==> src/rtl/vga_timing_pkg.sv <==
// vga_timing_pkg: 640x480@60 raster constants and the types shared by the scanout and the framer.
package vga_timing_pkg;
   localparam int H_VISIBLE = 640;
   localparam int H_FRONT   = 16;
   localparam int H_SYNC    = 96;
   localparam int H_BACK    = 48;
   localparam int V_VISIBLE = 480;
   localparam int V_FRONT   = 10;
   localparam int V_SYNC    = 2;
   localparam int V_BACK    = 33;
   localparam int H_TOTAL   = H_VISIBLE + H_FRONT + H_SYNC + H_BACK;
   localparam int V_TOTAL   = V_VISIBLE + V_FRONT + V_SYNC + V_BACK;
   localparam int COLOR_W   = 3;

   typedef logic [COLOR_W-1:0] pixel_t;
   typedef logic [9:0] coord_t;

   typedef struct packed {
      logic visible;
      logic hs_n;
      logic vs_n;
      logic frame_mark;
      logic vblank_mark;
   } align_t;

   localparam align_t ALIGN_IDLE = '{visible: 1'b0, hs_n: 1'b1, vs_n: 1'b1, frame_mark: 1'b0, vblank_mark: 1'b0};
endpackage

==> src/rtl/vga_delay_line.sv <==
// vga_delay_line: resettable W-bit, D-deep shift register with a per-bit reset value.
module vga_delay_line #(
   parameter int           W       = 1,
   parameter int           D       = 1,
   parameter logic [W-1:0] RST_VAL = '0
) (
   input  logic         clk,
   input  logic         rst_n,
   input  logic [W-1:0] d,
   output logic [W-1:0] q
);
   logic [W-1:0] sr [D];

   always_ff @(posedge clk or negedge rst_n) begin
      if (!rst_n) begin
         for (int i = 0; i < D; i++) sr[i] <= RST_VAL;
      end else begin
         sr[0] <= d;
         for (int i = 1; i < D; i++) sr[i] <= sr[i-1];
      end
   end

   assign q = sr[D-1];
endmodule

==> src/rtl/vga_scanout.sv <==
// vga_scanout: VGA raster timing, one frame-buffer read per visible pixel,
// and sync/RGB/frame markers aligned to the buffer's read latency.
module vga_scanout
   import vga_timing_pkg::*;
#(
   parameter int H_VISIBLE  = vga_timing_pkg::H_VISIBLE,
   parameter int H_FRONT    = vga_timing_pkg::H_FRONT,
   parameter int H_SYNC     = vga_timing_pkg::H_SYNC,
   parameter int H_BACK     = vga_timing_pkg::H_BACK,
   parameter int V_VISIBLE  = vga_timing_pkg::V_VISIBLE,
   parameter int V_FRONT    = vga_timing_pkg::V_FRONT,
   parameter int V_SYNC     = vga_timing_pkg::V_SYNC,
   parameter int V_BACK     = vga_timing_pkg::V_BACK,
   parameter int COLOR_W    = vga_timing_pkg::COLOR_W,
   parameter int RD_LATENCY = 1
) (
   input  logic               clk,
   input  logic               rst_n,
   output logic               fb_rd_en,
   output logic [9:0]         fb_rd_x,
   output logic [9:0]         fb_rd_y,
   input  logic [COLOR_W-1:0] fb_rd_data,
   output logic               vga_hsync,
   output logic               vga_vsync,
   output logic [COLOR_W-1:0] vga_rgb,
   output logic               frame_start,
   output logic               vblank_start
);
   localparam int H_TOTAL = H_VISIBLE + H_FRONT + H_SYNC + H_BACK;
   localparam int V_TOTAL = V_VISIBLE + V_FRONT + V_SYNC + V_BACK;

   if (H_TOTAL > 1024 || V_TOTAL > 1024) begin : g_bad_raster
      $error("vga_scanout: raster does not fit 10-bit counters");
   end
   if (RD_LATENCY < 1 || RD_LATENCY > 3) begin : g_bad_latency
      $error("vga_scanout: RD_LATENCY must be 1..3");
   end

   localparam coord_t HV  = coord_t'(H_VISIBLE);
   localparam coord_t HS0 = coord_t'(H_VISIBLE + H_FRONT);
   localparam coord_t HS1 = coord_t'(H_VISIBLE + H_FRONT + H_SYNC - 1);
   localparam coord_t HT1 = coord_t'(H_TOTAL - 1);
   localparam coord_t VV  = coord_t'(V_VISIBLE);
   localparam coord_t VS0 = coord_t'(V_VISIBLE + V_FRONT);
   localparam coord_t VS1 = coord_t'(V_VISIBLE + V_FRONT + V_SYNC - 1);
   localparam coord_t VT1 = coord_t'(V_TOTAL - 1);

   coord_t h_cnt, v_cnt;
   logic   h_end, v_end, vis;
   align_t nxt, s0, al;

   assign h_end = h_cnt == HT1;
   assign v_end = v_cnt == VT1;
   assign vis   = (h_cnt < HV) && (v_cnt < VV);
   assign nxt   = '{visible:     vis,
                    hs_n:        !(h_cnt >= HS0 && h_cnt <= HS1),
                    vs_n:        !(v_cnt >= VS0 && v_cnt <= VS1),
                    frame_mark:  h_cnt == '0 && v_cnt == '0,
                    vblank_mark: h_cnt == '0 && v_cnt == VV};

   always_ff @(posedge clk or negedge rst_n) begin
      if (!rst_n) begin
         h_cnt <= '0;
         v_cnt <= '0;
      end else begin
         h_cnt <= h_end ? '0 : h_cnt + 1'b1;
         if (h_end) v_cnt <= v_end ? '0 : v_cnt + 1'b1;
      end
   end

   // Stage 0: read request plus the control bundle that must track it.
   always_ff @(posedge clk or negedge rst_n) begin
      if (!rst_n) begin
         s0      <= ALIGN_IDLE;
         fb_rd_x <= '0;
         fb_rd_y <= '0;
      end else begin
         s0      <= nxt;
         fb_rd_x <= vis ? h_cnt : '0;
         fb_rd_y <= vis ? v_cnt : '0;
      end
   end

   assign fb_rd_en = s0.visible;

   vga_delay_line #(
      .W($bits(align_t)),
      .D(RD_LATENCY),
      .RST_VAL(ALIGN_IDLE)
   ) u_align (
      .clk(clk),
      .rst_n(rst_n),
      .d(s0),
      .q(al)
   );

   always_ff @(posedge clk or negedge rst_n) begin
      if (!rst_n) begin
         vga_rgb      <= '0;
         vga_hsync    <= 1'b1;
         vga_vsync    <= 1'b1;
         frame_start  <= 1'b0;
         vblank_start <= 1'b0;
      end else begin
         vga_rgb      <= al.visible ? fb_rd_data : '0;
         vga_hsync    <= al.hs_n;
         vga_vsync    <= al.vs_n;
         frame_start  <= al.frame_mark;
         vblank_start <= al.vblank_mark;
      end
   end
endmodule

==> config.mk <==
export PLATFORM = sky130hd
export DESIGN_NAME = vga_scanout
export DESIGN_NICKNAME = d
export VERILOG_FILES = /design/src/rtl/vga_timing_pkg.sv /design/src/rtl/vga_delay_line.sv /design/src/rtl/vga_scanout.sv
export SDC_FILE = /design/constraint.sdc
export NUM_CORES = 1
export LEC_CHECK = 0
export CORE_MARGIN = 2
export CORE_UTILIZATION = 40
export CTS_BUF_LIST = sky130_fd_sc_hd__clkbuf_4 sky130_fd_sc_hd__clkbuf_8
export DETAILED_ROUTE_END_ITERATION = 6
export PLACE_DENSITY = 0.73
export REMOVE_ABC_BUFFERS = 1
export SKIP_CTS_REPAIR_TIMING = 1
export SLEW_MARGIN = 10
export SYNTH_ARGS = -nofsm -noshare
export SYNTH_HDL_FRONTEND = slang
export SYNTH_SLANG_ARGS = --single-unit
==> constraint.sdc <==
create_clock -name clk -period 2.55 [get_ports clk]
set_clock_uncertainty 0.15 [all_clocks]
set_input_delay 0.765 -clock clk [delete_from_list [all_inputs] [get_ports clk]]
set_output_delay 0.765 -clock clk [all_outputs]
set_load 0.05 [all_outputs]
==> reports/qor.yml <==
status:
  status: "complete, no violations"
logic_synthesis:
  yosysSeqAreaShare: 0.654
  ys_types: 39
  syn_inst: 173
  ys_ff_latch: 57
  syn_area_um2: 2190
  synth_top_area_frac: 0.583
  synthArstFlopShare: 1.00
  yosysWarnings: 0
  synth_top_area_cell: "dfrtp_1"
  synth_most_common_cell: "dfrtp_1"
  synth_commonest_cells: "dfrtp_1, and2_1, nand4_1, nor2_1, nand2_1"
  synth_flop_cell: "dfrtp_1"
  synth_edf_count: 0
  ys_top_cells_by_area: "dfrtp_1, dfstp_2, and2_1"
  syn_area_per_cell_um2: 12.7
placement:
  dp_slack_ns: 0.352
  portBuffers: 32
  hpwlAfterDp_mm: 2.37
  gp_congestion: 0.739
run:
  cap_violations: 0
floorplan:
  die_height_um: 78.0
  core_um2: 5200
  ios: 33
  initial_core_util: 0.421
  fp-row-count: 26
  fp.dieW_um: 78.0
  die_area_um2: 6080
setup_path:
  critPathTopFamily: "buffers and inverters"
  crit_buf_inv: 1
  cp_slowest_stage_delay_ns: 0.81
  end_kind: "output pin"
  critPathArrivalTime_ns: 1.48
  slowest_stage: "clkdlybuf4s50_1"
  worstSetupPathType: "flop to output pin"
  crit_fanout: 2
  required_ns: 1.64
  r2r_setup_slack_ns: 0.35
  start_kind: "flop"
  path_cells: "clkdlybuf4s50_1"
pwr:
  p_per_area_nw_per_um2: 597
  leakagePower_nw: 1.25
  ir_drop_mv: 0.326
  finalPower_mw: 1.65
global_routing:
  grt_pass1_vias: 1341
  antenna_found_initial: 0
  globalRouteTotalUtil: 0.139
  grt_start_max_net_pins: 58
  grt_pass1_wl_mm: 6.30
  grt_overflow_total: 0
route:
  first_iter_violations: 91
  postRouteAntennaNets: 0
  route.vias.total: 1383
  routed_wl_mm: 3.71
  drt_first_pass_iters: 6
  avgRoutedWirePerCell_um: 12.9
  drc_errors: 0
  via_per_inst: 4.82
timing:
  slew_violations: 0
  relSlewSlack: 0.633
  layout_setup_ws_ns: 0.154
  worst_pin_slew_ns: 0.550
  min_period_ns: 2.40
  rsz0062_at_grt: "false"
  setup_viol_count_final: 0
  hold_violations: 0
  post-route-period-util: 0.940
  fmax_ghz: 0.417
clocking:
  cts.path.max_buffers: 2
  clkSinkCount: 57
  worst_skew_pair.late_latency_ns: 0.33
  cts_max_level: 3
  cts_tree: "built"
  clkTransAtPathRegs_ns: 0.06
  numCtsBuffers: 9
  clockRootBuffer: "clkbuf_8"
min_path:
  hold_path.class: "flop to flop"
cells_and_area:
  drive_gt1_frac: 0.152
  diodes: 0
  final_nets: 221
  area_growth_pct: 25.9
==> power by group <==
group	switching, mW	internal, mW	leakage, nW
sequential	0.000688	0.908	0.732
combinational	0.0307	0.0142	0.430
clock	0.337	0.355	0.0852
==> final timing paths <==
check	from	end	cells after the start
worst max register to register	h_cnt[6]$_DFF_PN0_	v_cnt[9]$_DFFE_PN0N_	4
worst max-delay path	fb_rd_en$_DFF_PN0_	fb_rd_en	1
worst min register to register	u_align.q[1]$_DFF_PN0_	frame_start$_DFF_PN0_	0
min in group asynchronous	rst_n	fb_rd_x[7]$_DFF_PN0_	2
worst min-delay path	u_align.q[1]$_DFF_PN0_	frame_start$_DFF_PN0_	0
max in group asynchronous	rst_n	u_align.q[2]$_DFF_PN1_	2
==> state kept, by name, indices dropped and copies added, names as in the netlist <==
register and count:
u_align.q 5, frame_start 1, fb_rd_y 10, vga_hsync 1, h_cnt 10, vga_rgb 3
fb_rd_x 10, s0 4, fb_rd_en 1, v_cnt 10, vga_vsync 1, vblank_start 1
==> layout make-up <==
class | instances | area [um^2]
clock inverter | 6 | 35.0
inverter | 5 | 18.8
multi-input combinational | 104 | 702
clock buffer | 10 | 131
tap | 70 | 87.6
fill | 465 | 2450
timing repair buffer | 35 | 350
sequential | 57 | 1430
==> stage by stage <==
step                instances  setup TNS, ns  hold slack [ns]  utilization  instance area, um^2
floorplan                 166              0            0.181            -                 2150
global placement          271              0            0.182        0.498                 2590
detailed placement        271              0            0.185        0.498                 2590
CTS                       287        -0.0138            0.199        0.530                 2760
global route              287              0            0.206        0.530                 2760
finish                    287              0            0.197        0.530                 2760
==> kinds of logic after synthesis <==
logic type	count (synthesis)	share of synthesized area
XOR/XNOR	10	0.0400
flip-flops	57	0.654
AO/OA/AOI/OAI	13	0.0423
other	1	0.00171
adder cells (fa/ha/maj)	4	0.0228
multiplexers	2	0.0103
AND/OR/NAND/NOR	74	0.203
buffers and inverters	12	0.0251
==> metal layers <==
metal	part of all wire	wire length, um	global-route usage	vias up
met5	0	0	0	-
met4	0.023	84	0.0842	0
met3	0.050	186	0.0453	9
met2	0.49	1820	0.209	39
met1	0.44	1620	0.173	663
li1	-	-	-	672
==> cells in the final DEF, fill, tap and decap left out, drive strengths merged, types with 3 or more instances in the layout <==
master	n
dfrtp	51
clkdlybuf4s50	29
and2	23
nor2	10
clkbuf	10
nand4	9
nand2	7
nand3	6
dfstp	6
inv	5
xnor2	5
xor2	5
buf	5
o21ai	4
ha	4
clkinv	4
and3	3
nor4	3
nor3	3
No activity file was read; power rests on OpenSTA's default activity.
